## src/rtl/cpu_pipe_pkg.sv

```systemverilog
// Shared pipeline-control definitions: MEM-stage state encoding and control widths.
package cpu_pipe_pkg;

  typedef enum logic [1:0] {
    ST_IDLE   = 2'd0,
    ST_ACCESS = 2'd1,
    ST_ERR    = 2'd2
  } state_e;

  localparam int CTRL_W = 1;
  localparam int PERF_W = 32;

  function automatic logic is_mem_op(input logic rd, input logic wr);
    return rd | wr;
  endfunction

endpackage

```

## src/rtl/wait_timer.sv

```systemverilog
// Wait-state counter with clear/enable; expired flags the last allowed wait cycle.
module wait_timer
  import cpu_pipe_pkg::*;
#(
  parameter int TIMEOUT_CYCLES = 16,
  parameter int CNT_W          = 16
) (
  input  logic clk,
  input  logic reset,
  input  logic clr,
  input  logic en,
  output logic expired
);

  logic [CNT_W-1:0] cnt_r;

  // Wait counter: cleared outside a wait, counts up while enabled.
  always_ff @(posedge clk) begin
    if (!reset) begin
      cnt_r <= '0;
    end else if (clr) begin
      cnt_r <= '0;
    end else if (en) begin
      cnt_r <= cnt_r + {{(CNT_W-1){1'b0}}, 1'b1};
    end else begin
      cnt_r <= cnt_r;
    end
  end

  assign expired = (cnt_r == CNT_W'(TIMEOUT_CYCLES - 1));

endmodule

```

## src/rtl/mem_stage_ctrl.sv

```systemverilog
// MEM-stage req/ack sequencer with stall, write-back bubble and access timeout.
// Optional performance counters are built when MEM_STAGE_CTRL_PERF_EN is defined.
module mem_stage_ctrl
  import cpu_pipe_pkg::*;
#(
  parameter int TIMEOUT_CYCLES = 16,
  parameter int CNT_W          = 16
) (
  input  logic        clk,
  input  logic        reset,
  input  logic        mem_read_in,
  input  logic        mem_write_in,
  input  logic        dmem_ack,
  input  logic        err_clr,
  output logic        dmem_req,
  output logic        dmem_we,
  output logic        pipe_stall,
  output logic        wb_bubble,
  output logic        timeout_err,
  output logic [31:0] stall_count,
  output logic [31:0] access_count
);

  state_e state_r, state_nxt;
  logic   we_r, we_nxt;
  logic   req_r, dmem_we_r, err_r;
  logic   timer_clr_s, timer_en_s, expired_s, err_set_s, stall_s, mem_op_s;

  assign mem_op_s = is_mem_op(mem_read_in, mem_write_in);

  wait_timer #(
    .TIMEOUT_CYCLES(TIMEOUT_CYCLES),
    .CNT_W         (CNT_W)
  ) u_wait_timer (
    .clk    (clk),
    .reset  (reset),
    .clr    (timer_clr_s),
    .en     (timer_en_s),
    .expired(expired_s)
  );

  // Next-state and stall decode; ack takes priority over the timeout.
  always_comb begin
    state_nxt   = state_r;
    we_nxt      = we_r;
    timer_clr_s = 1'b0;
    timer_en_s  = 1'b0;
    err_set_s   = 1'b0;
    stall_s     = 1'b0;
    case (state_r)
      ST_IDLE: begin
        timer_clr_s = 1'b1;
        if (mem_op_s) begin
          state_nxt = ST_ACCESS;
          we_nxt    = mem_write_in;
          stall_s   = 1'b1;
        end else begin
          state_nxt = ST_IDLE;
        end
      end
      ST_ACCESS: begin
        if (dmem_ack) begin
          state_nxt = ST_IDLE;
        end else if (expired_s) begin
          state_nxt = ST_ERR;
          err_set_s = 1'b1;
          stall_s   = 1'b1;
        end else begin
          timer_en_s = 1'b1;
          stall_s    = 1'b1;
        end
      end
      ST_ERR: begin
        state_nxt   = ST_IDLE;
        timer_clr_s = 1'b1;
      end
      default: begin
        state_nxt   = ST_IDLE;
        timer_clr_s = 1'b1;
      end
    endcase
  end

  // State, request outputs and sticky error flag (set beats clear).
  always_ff @(posedge clk) begin
    if (!reset) begin
      state_r   <= ST_IDLE;
      we_r      <= 1'b0;
      req_r     <= 1'b0;
      dmem_we_r <= 1'b0;
      err_r     <= 1'b0;
    end else begin
      state_r   <= state_nxt;
      we_r      <= we_nxt;
      req_r     <= (state_nxt == ST_ACCESS);
      dmem_we_r <= (state_nxt == ST_ACCESS) & we_nxt;
      if (err_set_s) begin
        err_r <= 1'b1;
      end else if (err_clr) begin
        err_r <= 1'b0;
      end else begin
        err_r <= err_r;
      end
    end
  end

  assign dmem_req    = req_r;
  assign dmem_we     = dmem_we_r;
  assign timeout_err = err_r;
  assign pipe_stall  = stall_s;
  assign wb_bubble   = stall_s | (state_r == ST_ERR);

`ifdef MEM_STAGE_CTRL_PERF_EN
  logic [PERF_W-1:0] stall_cnt_r, access_cnt_r;
  logic              ack_done_s;

  assign ack_done_s = (state_r == ST_ACCESS) & dmem_ack;

  // Free-running performance counters, wrapping modulo 2^32.
  always_ff @(posedge clk) begin
    if (!reset) begin
      stall_cnt_r  <= 32'd0;
      access_cnt_r <= 32'd0;
    end else begin
      stall_cnt_r  <= stall_cnt_r + {31'd0, stall_s};
      access_cnt_r <= access_cnt_r + {31'd0, ack_done_s};
    end
  end

  assign stall_count  = stall_cnt_r;
  assign access_count = access_cnt_r;
`else
  assign stall_count  = 32'd0;
  assign access_count = 32'd0;
`endif

endmodule

```

## config.mk

```make
export PLATFORM = sky130hd
export DESIGN_NAME = mem_stage_ctrl
export DESIGN_NICKNAME = d
export VERILOG_FILES = /design/src/rtl/cpu_pipe_pkg.sv /design/src/rtl/wait_timer.sv /design/src/rtl/mem_stage_ctrl.sv
export SDC_FILE = /design/constraint.sdc
export NUM_CORES = 1
export LEC_CHECK = 0
export ABC_AREA = 1
export CAP_MARGIN = 20
export CORE_MARGIN = 2
export CORE_UTILIZATION = 43
export CTS_BUF_LIST = sky130_fd_sc_hd__clkbuf_8
export DETAILED_ROUTE_END_ITERATION = 16
export PLACE_DENSITY = 0.82
export SYNTH_ARGS = -nofsm -noshare
export SYNTH_HDL_FRONTEND = slang
export SYNTH_SLANG_ARGS = --single-unit
export TNS_END_PERCENT = 10
```

## constraint.sdc

```tcl
create_clock -name clk -period 1.8 [get_ports clk]
set_clock_uncertainty 0.1 [all_clocks]
set_input_delay 0.36 -clock clk [delete_from_list [all_inputs] [get_ports clk]]
set_output_delay 0.36 -clock clk [all_outputs]
set_load 0.005 [all_outputs]
```

==> impl_metrics.env, run 1 <==
export IMPL_run_status="completed"
export IMPL_drc=0
export IMPL_cp_slowest_cell="sky130_fd_sc_hd__clkdlybuf4s50_1"
export IMPL_track_usage_pct=13.8
export IMPL_globalRouteOverflowTotal=0
export IMPL_synth_area_per_cell_um2=6.85
export IMPL_synth_area_um2=1690
export IMPL_route_final_wire_length_mm=2.78
export IMPL_h_tree_level_count=1
export IMPL_p_seq_share_pct=45.0
export IMPL_design_die_area_um2=4440
export IMPL_placementRows=22
export IMPL_die_h_um=66.6
export IMPL_gpl_final_weighted_congestion=0.795
export IMPL_synth_warning_count=0
export IMPL_final_critical_path_setup_slack_ns=0.0333
export IMPL_clk_pin_slew_ns=0.09
export IMPL_ordered_list_of_cells_on_the_worst_path="clkdlybuf4s50_1 -> inv_1 -> nor2_2 -> nor2_2 -> nand2_1 -> clkdlybuf4s15_1"
export IMPL_clock_latency_ns=0.26
export IMPL_r2r_setup_slack_ns=0.19
export IMPL_worst_setup_path_type="primary input to primary output"
export IMPL_report_final_setup_viol=0
export IMPL_design_portCount=75
export IMPL_cts_hold_fix_buffers=0
export IMPL_synth_seq_area_share_pct=26.1
export IMPL_grt_antenna_before_repair=0
export IMPL_vias_after_detailed_routing=1299
export IMPL_grt_pass1_wl_mm=4.81
export IMPL_setup_repair_after_global_routing_missed_its_margin="true"
export IMPL_antenna_left=0
export IMPL_place_hpwl_mm=2.16
export IMPL_tritoncts="done"
export IMPL_cp_start_kind="primary input"
export IMPL_start_util_pct=45.4
export IMPL_layout_nets=276
export IMPL_postPlaceCellArea_um2=1660
export IMPL_postLayoutCellArea_um2=1760
export IMPL_cts_bufs_inserted=3
export IMPL_core_area_um2=3720
export IMPL_dp_worst_setup_slack_ns=-0.354
export IMPL_cp_data_arrival_time_ns=1.31
export IMPL_timing_critical_path_to_type="primary output"
export IMPL_clock_tree_root_cell="sky130_fd_sc_hd__clkbuf_8"
export IMPL_most_common_library_cell_in_the_layout_ignoring_fill_and_taps="sky130_fd_sc_hd__conb_1"
export IMPL_cellLeakagePower_nw=0.827
export IMPL_layout_cells_most_common_list="sky130_fd_sc_hd__conb_1 (64), sky130_fd_sc_hd__nand2_1 (47), sky130_fd_sc_hd__nor2_1 (31), sky130_fd_sc_hd__inv_1 (22), sky130_fd_sc_hd__dfxtp_1 (21)"
export IMPL_post_synth_top_area_cell="sky130_fd_sc_hd__buf_4"
export IMPL_detail_route_iter0_violations=49
export IMPL_max_vdd_ir_drop_v=0.000252
export IMPL_critical_path_most_common_cell="sky130_fd_sc_hd__nor2_2"
export IMPL_max_cap_violations=0
export IMPL_switching_share_pct=23.7
export IMPL_grt_pass1_vias=1133
export IMPL_max_freq_mhz=566
export IMPL_die_width_um=66.6
export IMPL_yosys_register_bits=22
export IMPL_power_frac_comb_pct=13.1
export IMPL_insertedDiodeCount=0
export IMPL_cp_required_ns=1.34
export IMPL_ys_types=24
export IMPL_intPower_w=0.000847
export IMPL_period_needed_ns=1.77
export IMPL_place_port_buffers=10
export IMPL_post_synth_inst_count=246
export IMPL_slowest_delay_ns=0.46
export IMPL_clock_tree_buffer_depth=2
export IMPL_drt_pre_antenna_iters=4
export IMPL_final_max_slew_viol_count=0
export IMPL_pin_count_of_the_biggest_net_entering_global_routing=15
export IMPL_cellPowerDensity_nw_per_um2=631
export IMPL_crit_path_max_fanout=2
export IMPL_holdCritPathClass="register to register"
export IMPL_number_of_clock_sinks=22
export IMPL_hold_viol_final=0
export IMPL_switching_power_w=0.000263
export IMPL_vias_per_cell=4.11
export IMPL_min_period_over_period_pct=98.1
export IMPL_detail_routed_net_length_per_standard_cell_um=8.80
export IMPL_synth_top_cell_area_share_pct=28.5
export IMPL_synth_top_cells_by_area="sky130_fd_sc_hd__buf_4 (29%), sky130_fd_sc_hd__dfxtp_1 (26%), sky130_fd_sc_hd__nand2_1 (10%), sky130_fd_sc_hd__nor2_1 (7.8%), sky130_fd_sc_hd__inv_1 (5.1%)"
export IMPL_ratio_of_cells_with_drive_above_1_in_the_final_layout_pct=11.6
export IMPL_power_clock_fraction_pct=41.9
export IMPL_areaGrowthSynthToFinish_pct=4.38
metal layers:
layer | vias to the layer above | global-route usage [%] | routed length (um)
li1 | 673 | - | -
met1 | 577 | 17.8 | 1250
met2 | 45 | 22.9 | 1340
met3 | 4 | 2.03 | 152
met4 | 0 | 5.36 | 37
met5 | - | 0 | 0
repair_timing:
action / in CTS / in global routing
pin swaps: 3 / 1
gates resized for setup: 11 / 3
setup endpoints to repair: 2 / 8
endpoints found under the hold margin: 0 / 0
setup buffers: 2 / 0
worst max-delay path, delay by kind of cell:
family	cells	cell delay, ns
buf+inv	3	0.72
simple gates	3	0.23
metrics by stage:
step | setup TNS (ns) | instances | power [W] | utilization, % | hold slack [ns]
2_1_floorplan | 0 | 309 | 0.000694 | - | 0.360
3_3_place_gp | -0.861 | 310 | 0.000647 | 44.7 | 0.355
3_5_place_dp | -1.11 | 310 | 0.000649 | 44.7 | 0.373
4_1_cts | 0 | 316 | 0.00112 | 47.1 | 0.387
5_1_grt | -0.0269 | 316 | 0.00117 | 47.3 | 0.426
6_report | 0 | 316 | 0.00111 | 47.3 | 0.378
Yosys cell counts:
master and count:
sky130_fd_sc_hd__nor2_1 35, sky130_fd_sc_hd__nand2_1 47, sky130_fd_sc_hd__ha_1 1, sky130_fd_sc_hd__nor2_8 1, sky130_fd_sc_hd__a21oi_1 13, sky130_fd_sc_hd__buf_4 64, sky130_fd_sc_hd__nand2_2 1, sky130_fd_sc_hd__clkinv_1 1
sky130_fd_sc_hd__dfxtp_1 22, sky130_fd_sc_hd__o21ai_0 7, sky130_fd_sc_hd__xor2_1 3, sky130_fd_sc_hd__nand2_4 2, sky130_fd_sc_hd__nor3_1 1, sky130_fd_sc_hd__conb_1 1, sky130_fd_sc_hd__inv_1 23, sky130_fd_sc_hd__buf_6 1
sky130_fd_sc_hd__o211ai_1 1, sky130_fd_sc_hd__nand4_1 5, sky130_fd_sc_hd__inv_2 1, sky130_fd_sc_hd__a21oi_4 1, sky130_fd_sc_hd__nor2_2 1, sky130_fd_sc_hd__xnor2_1 3, sky130_fd_sc_hd__nor2_4 2, sky130_fd_sc_hd__nand3_1 9
cell families (layout without fill, tap and decap cells):
kind of cell	count (synthesis)	after routing	synth area share (%)
compound gates	22	22	7.35
simple gates	104	104	27.7
flops	22	22	26.1
xor+xnor	6	6	3.12
fa+ha+maj	1	1	0.742
other cells	1	64	0.223
buf+inv	90	49	34.7
worst paths after layout:
path | from | end | cells after the start
worst max-delay path | mem_write_in | pipe_stall | 6
worst min-delay path | timeout_err$_SDFFE_PN0P_ | timeout_err$_SDFFE_PN0P_ | 2
worst max register to register | u_wait_timer.cnt_r[0]$_SDFFE_PN0P_ | u_wait_timer.cnt_r[2]$_SDFFE_PN0P_ | 8
worst min register to register | timeout_err$_SDFFE_PN0P_ | timeout_err$_SDFFE_PN0P_ | 2
area by class of cell:
| cell class | instances | area (um^2) |
|---|---|---|
| sequential | 22 | 442 |
| tap | 48 | 60.1 |
| fill | 385 | 1960 |
| clock buffer | 3 | 41.3 |
| timing repair buffer | 20 | 181 |
| clock inverter | 1 | 30.0 |
| multi-input combinational | 197 | 911 |
| inverter | 25 | 93.8 |
power by group through the flow:
stage                     clock network (W)  registers [W]  logic, W
after global placement                    0       0.000511  0.000137
after CTS                          0.000480       0.000500  0.000141
after floorplan                           0       0.000510  0.000184
after detailed placement                  0       0.000511  0.000137
after global routing               0.000498       0.000501  0.000170
final                              0.000465       0.000500  0.000145
sequential cells by signal (all words and copies together) (netlist names):
register / cells
u_wait_timer.cnt_r: 16
we_r: 1
dmem_we: 1
dmem_req: 1
timeout_err: 1
state_r: 2
No activity file was read; power rests on OpenSTA's default activity.
==> run 2: changes to the inputs <==
- CORE_MARGIN: 2 -> unset
==> run 2 against run 1 <==
  * Sequential power barely moved
  * Clock power fell by 2%
  * Die area fell by 5.9%
  * Worst setup slack improved by 0.016 ns
  * Utilization fell by 0.40 points
  * Critical path depth did not move
  * Count of clock-buffer cells in the layout did not move
  * Routed wire length fell by 1.7%
  * Flip-flop and latch count did not move
  * Non-clock buffer count fell by 2
  * Worst hold slack got worse by 0.00061 ns
  * Via count rose by 0.62%
  * Highest routed layer unchanged
==> impl_metrics.env, run 2 (same netlist as run 1, synthesis figures left out) <==
export IMPL_h_tree_level_count=1
export IMPL_core_area_um2=3720
export IMPL_period_needed_ns=1.75
export IMPL_grt_pass1_vias=1086
export IMPL_layout_core_utilization_pct=46.9
export IMPL_max_cap_violations=0
export IMPL_report_final_setup_viol=0
export IMPL_layout_nets=274
export IMPL_timing_critical_path_to_type="primary output"
export IMPL_cellLeakagePower_nw=0.823
export IMPL_start_util_pct=45.4
export IMPL_pin_count_of_the_biggest_net_entering_global_routing=15
export IMPL_cts_setup_buffers=0
export IMPL_tritoncts="done"
export IMPL_ratio_of_cells_with_drive_above_1_in_the_final_layout_pct=11.3
export IMPL_setup_repair_after_global_routing_missed_its_margin="true"
export IMPL_crit_path_max_fanout=2
export IMPL_cp_data_arrival_time_ns=1.29
export IMPL_areaGrowthSynthToFinish_pct=3.49
export IMPL_layout_cells_most_common_list="sky130_fd_sc_hd__conb_1 (64), sky130_fd_sc_hd__nand2_1 (47), sky130_fd_sc_hd__nor2_1 (32), sky130_fd_sc_hd__inv_1 (21), sky130_fd_sc_hd__dfxtp_1 (21)"
export IMPL_vias_after_detailed_routing=1307
export IMPL_die_h_um=64.6
export IMPL_holdCritPathClass="register to register"
export IMPL_cp_start_kind="primary input"
export IMPL_max_vdd_ir_drop_v=0.000273
export IMPL_max_freq_mhz=571
export IMPL_route_final_wire_length_mm=2.73
export IMPL_placementRows=22
export IMPL_vias_per_cell=4.16
export IMPL_cp_required_ns=1.34
export IMPL_gpl_final_weighted_congestion=0.792
export IMPL_clock_tree_buffer_depth=2
export IMPL_grt_pass1_wl_mm=4.42
export IMPL_antenna_left=0
export IMPL_largest_register_ff_count=16
export IMPL_most_common_library_cell_in_the_layout_ignoring_fill_and_taps="sky130_fd_sc_hd__conb_1"
export IMPL_track_usage_pct=13.2
export IMPL_place_hpwl_mm=2.11
export IMPL_cts_bufs_inserted=3
export IMPL_drt_pre_antenna_iters=4
export IMPL_cellPowerDensity_nw_per_um2=631
export IMPL_globalRouteOverflowTotal=0
export IMPL_design_portCount=75
export IMPL_largest_register="u_wait_timer.cnt_r"
export IMPL_worst_setup_path_type="primary input to primary output"
export IMPL_place_port_buffers=10
export IMPL_detail_route_iter0_violations=61
export IMPL_run_status="completed"
export IMPL_clock_tree_root_cell="sky130_fd_sc_hd__clkbuf_8"
export IMPL_number_of_clock_sinks=22
export IMPL_insertedDiodeCount=0
export IMPL_die_width_um=64.6
export IMPL_design_die_area_um2=4170
export IMPL_largest_registers="u_wait_timer.cnt_r x16, state_r x2"
export IMPL_final_max_slew_viol_count=0
export IMPL_drc=0
export IMPL_grt_antenna_before_repair=0
export IMPL_hold_viol_final=0
export IMPL_placed_cells=310
export IMPL_final_fill_count=392
export IMPL_clk_pin_slew_ns=0.08
export IMPL_min_period_over_period_pct=97.2
export IMPL_clock_latency_ns=0.26
export IMPL_cts_hold_fix_buffers=0
export IMPL_non_filler_instance_count_after_layout=314
export IMPL_detail_routed_net_length_per_standard_cell_um=8.71
-- run 2: critical path, stage by stage --
cell	delay, ns
sky130_fd_sc_hd__clkdlybuf4s50_1	0.45
sky130_fd_sc_hd__inv_1	0.05
sky130_fd_sc_hd__nor2_2	0.15
sky130_fd_sc_hd__nor2_2	0.06
sky130_fd_sc_hd__o211ai_1	0.08
sky130_fd_sc_hd__buf_2	0.14
-- run 2: stage by stage --
step                setup WS, ns  area, um^2  power (W)  setup TNS (ns)  hold slack, ns
floorplan                  0.298        1920   0.000694               0           0.360
global placement          -0.336        1660   0.000646          -0.875           0.360
detailed placement        -0.346        1660   0.000649           -1.07           0.369
CTS                      0.00191        1740    0.00110               0           0.382
global route            -0.00710        1740    0.00115        -0.00710           0.399
finish                    0.0497        1740    0.00110               0           0.377
-- run 2: layout make-up --
type                       count  area (um^2)  area share, %
multi-input combinational    197          913           52.4
timing repair buffer          18          164           9.40
inverter                      25         93.8           5.38
sequential                    22          442           25.3
clock inverter                 1         30.0           1.72
clock buffer                   3         41.3           2.37
tap                           48         60.1           3.44
-- run 2: worst paths after layout --
path / from / to / slack [ns] / depth (start not counted)
setup reg to reg: u_wait_timer.cnt_r[0]$_SDFFE_PN0P_ / u_wait_timer.cnt_r[12]$_SDFFE_PN0P_ / 0.13 / 9
hold / removal: timeout_err$_SDFFE_PN0P_ / timeout_err$_SDFFE_PN0P_ / 0.38 / 2
hold reg to reg: timeout_err$_SDFFE_PN0P_ / timeout_err$_SDFFE_PN0P_ / 0.38 / 2
setup / recovery: mem_write_in / wb_bubble / 0.05 / 6
-- run 2: timing repair --
item | 4_1_cts | 5_1_grt
gates resized for setup | 10 | 7
gates cloned | 0 | 0
pin swaps | 2 | 2
endpoints found under the setup margin | 2 | 2
-- run 2: routing by layer --
metal	up-vias	global-route usage [%]	part of all wire, %	wire (um)
met5	-	0	0	0
met1	575	16.8	45	1220
li1	668	-	-	-
met4	0	4.44	0.88	24
met3	4	2.11	5.9	160
met2	60	22.5	49	1330
-- run 2: report_power, final --
part           switching, W  internal, W  total [W]
clock network      0.000161     0.000297   0.000458
logic             0.0000925    0.0000496   0.000142
registers        0.00000394     0.000495   0.000499
==> run 3: changes to the inputs <==
- CORE_UTILIZATION: 43 -> 39
- PLACE_DENSITY: 0.82 -> 0.79
- RECOVER_POWER: unset -> 25
- clock period: 1.8 -> 1.5 ns (I/O delays scaled with it)
==> run 3 against run 2 <==
  * The flow now finishes with violations (negative setup slack)
  * Design area up 9.4%
  * Count of clock-buffer cells in the layout is the same
  * Die area is 9.9% higher
  * Critical path depth unchanged
  * Routed wire length increased by 13%
  * Register-to-register slack lost 0.09 ns
  * Worst setup slack got worse by 0.13 ns
  * Largest cell class unchanged
==> impl_metrics.env, run 3 (same netlist as run 1, synthesis figures left out) <==
export IMPL_start_util_pct=41.2
export IMPL_globalRouteOverflowTotal=0
export IMPL_place_hpwl_mm=2.22
export IMPL_cp_start_kind="primary input"
export IMPL_number_of_clock_sinks=22
export IMPL_detail_route_iter0_violations=58
export IMPL_antenna_left=0
export IMPL_route_final_wire_length_mm=3.10
export IMPL_grt_pass1_vias=1143
export IMPL_drc=0
export IMPL_insertedDiodeCount=0
export IMPL_die_width_um=67.7
export IMPL_design_die_area_um2=4590
export IMPL_setup_repair_after_global_routing_missed_its_margin="true"
export IMPL_cts_bufs_inserted=3
export IMPL_vias_after_detailed_routing=1376
export IMPL_cellLeakagePower_nw=0.894
export IMPL_failing_checks="negative setup slack"
export IMPL_run_status="finished with violations"
export IMPL_grt_antenna_before_repair=0
export IMPL_core_area_um2=4090
export IMPL_clock_tree_buffer_depth=2
export IMPL_max_vdd_ir_drop_v=0.000359
export IMPL_ordered_list_of_cells_on_the_worst_path="clkdlybuf4s50_1 -> inv_2 -> nor2_4 -> nor2_2 -> o211ai_1 -> buf_2"
export IMPL_design_portCount=75
export IMPL_worst_setup_path_type="primary input to primary output"
export IMPL_hold_viol_final=0
export IMPL_layout_cells_most_common_list="sky130_fd_sc_hd__conb_1 (64), sky130_fd_sc_hd__nand2_1 (46), sky130_fd_sc_hd__nor2_1 (26), sky130_fd_sc_hd__buf_4 (22), sky130_fd_sc_hd__inv_1 (21)"
export IMPL_slowest_delay_ns=0.47
export IMPL_detail_routed_net_length_per_standard_cell_um=9.35
export IMPL_track_usage_pct=14.0
export IMPL_cellPowerDensity_nw_per_um2=612
export IMPL_crit_path_max_fanout=2
export IMPL_grt_pass1_wl_mm=4.83
export IMPL_design_power_total_w=0.00117
export IMPL_cts_hold_fix_buffers=0
export IMPL_most_common_library_cell_in_the_layout_ignoring_fill_and_taps="sky130_fd_sc_hd__conb_1"
export IMPL_cp_data_arrival_time_ns=1.18
export IMPL_final_critical_path_setup_slack_ns=-0.0822
export IMPL_clock_latency_ns=0.26
export IMPL_min_period_over_period_pct=105
export IMPL_areaGrowthSynthToFinish_pct=13.2
export IMPL_timing_critical_path_to_type="primary output"
export IMPL_cp_slowest_cell="sky130_fd_sc_hd__clkdlybuf4s50_1"
export IMPL_largest_registers="u_wait_timer.cnt_r x16, state_r x2"
export IMPL_max_cap_violations=0
export IMPL_ratio_of_cells_with_drive_above_1_in_the_final_layout_pct=22.1
export IMPL_holdCritPathClass="register to register"
export IMPL_h_tree_level_count=1
export IMPL_max_freq_mhz=632
export IMPL_cp_required_ns=1.10
export IMPL_place_port_buffers=10
export IMPL_drt_pre_antenna_iters=6
export IMPL_largest_register_ff_count=16
export IMPL_gpl_final_weighted_congestion=0.886
export IMPL_die_h_um=67.7
export IMPL_largest_register="u_wait_timer.cnt_r"
export IMPL_final_max_slew_viol_count=0
export IMPL_report_final_setup_viol=2
export IMPL_period_needed_ns=1.58
export IMPL_layout_nets=290
export IMPL_pin_count_of_the_biggest_net_entering_global_routing=15
export IMPL_tritoncts="done"
export IMPL_clk_pin_slew_ns=0.08
export IMPL_placementRows=23
export IMPL_dp_worst_setup_slack_ns=-0.510
export IMPL_vias_per_cell=4.16
export IMPL_holdWs_ns=0.374
export IMPL_clock_tree_root_cell="sky130_fd_sc_hd__clkbuf_8"
[run 3: cell type report]
class	count	area, um^2
clock buffer	3	41.3
timing repair buffer	34	283
sequential	22	450
multi-input combinational	197	977
inverter	25	93.8
fill	428	2180
tap	50	62.6
[run 3: metal layers]
metal  vias to the layer above  GRT usage (%)  part of all wire, %
met1                       612           15.4                   39
met2                        53           26.1                   55
li1                        707              -                    -
met3                         4           2.03                  4.9
met5                         -              0                    0
met4                         0           6.38                  1.4
[run 3: critical path: cells and delay by family]
kind	cells	cell delay [ns]
simple gates	2	0.15
compound gates	1	0.07
buf+inv	3	0.66
[run 3: stage by stage]
step | area [um^2] | utilization, % | setup TNS [ns] | cells
after floorplan | 1930 | - | 0 | 309
after global placement | 1780 | 43.6 | -4.61 | 327
after detailed placement | 1780 | 43.6 | -5.27 | 327
after CTS | 1850 | 45.3 | -0.165 | 331
after global routing | 1910 | 46.7 | -0.841 | 331
final | 1910 | 46.7 | -0.122 | 331
[run 3: repair_timing]
item                       in CTS  in global routing
setup endpoints to repair      22                 22
gates resized for setup        22                 22
setup buffers                   1                  0
pin swaps                       6                  8
[run 3: power by group]
part	switching, W	internal [W]
clock	0.000183	0.000179
sequential	0.00000565	0.000595
combinational	0.000121	0.0000827
[run 3: final timing paths]
kind	start	endpoint	slack (ns)	depth (start not counted)
worst max-delay path	mem_write_in	wb_bubble	-0.08	6
worst min-delay path	timeout_err$_SDFFE_PN0P_	timeout_err$_SDFFE_PN0P_	0.37	2
worst max register to register	u_wait_timer.cnt_r[1]$_SDFFE_PN0P_	u_wait_timer.cnt_r[6]$_SDFFE_PN0P_	0.04	8
worst min register to register	timeout_err$_SDFFE_PN0P_	timeout_err$_SDFFE_PN0P_	0.37	2
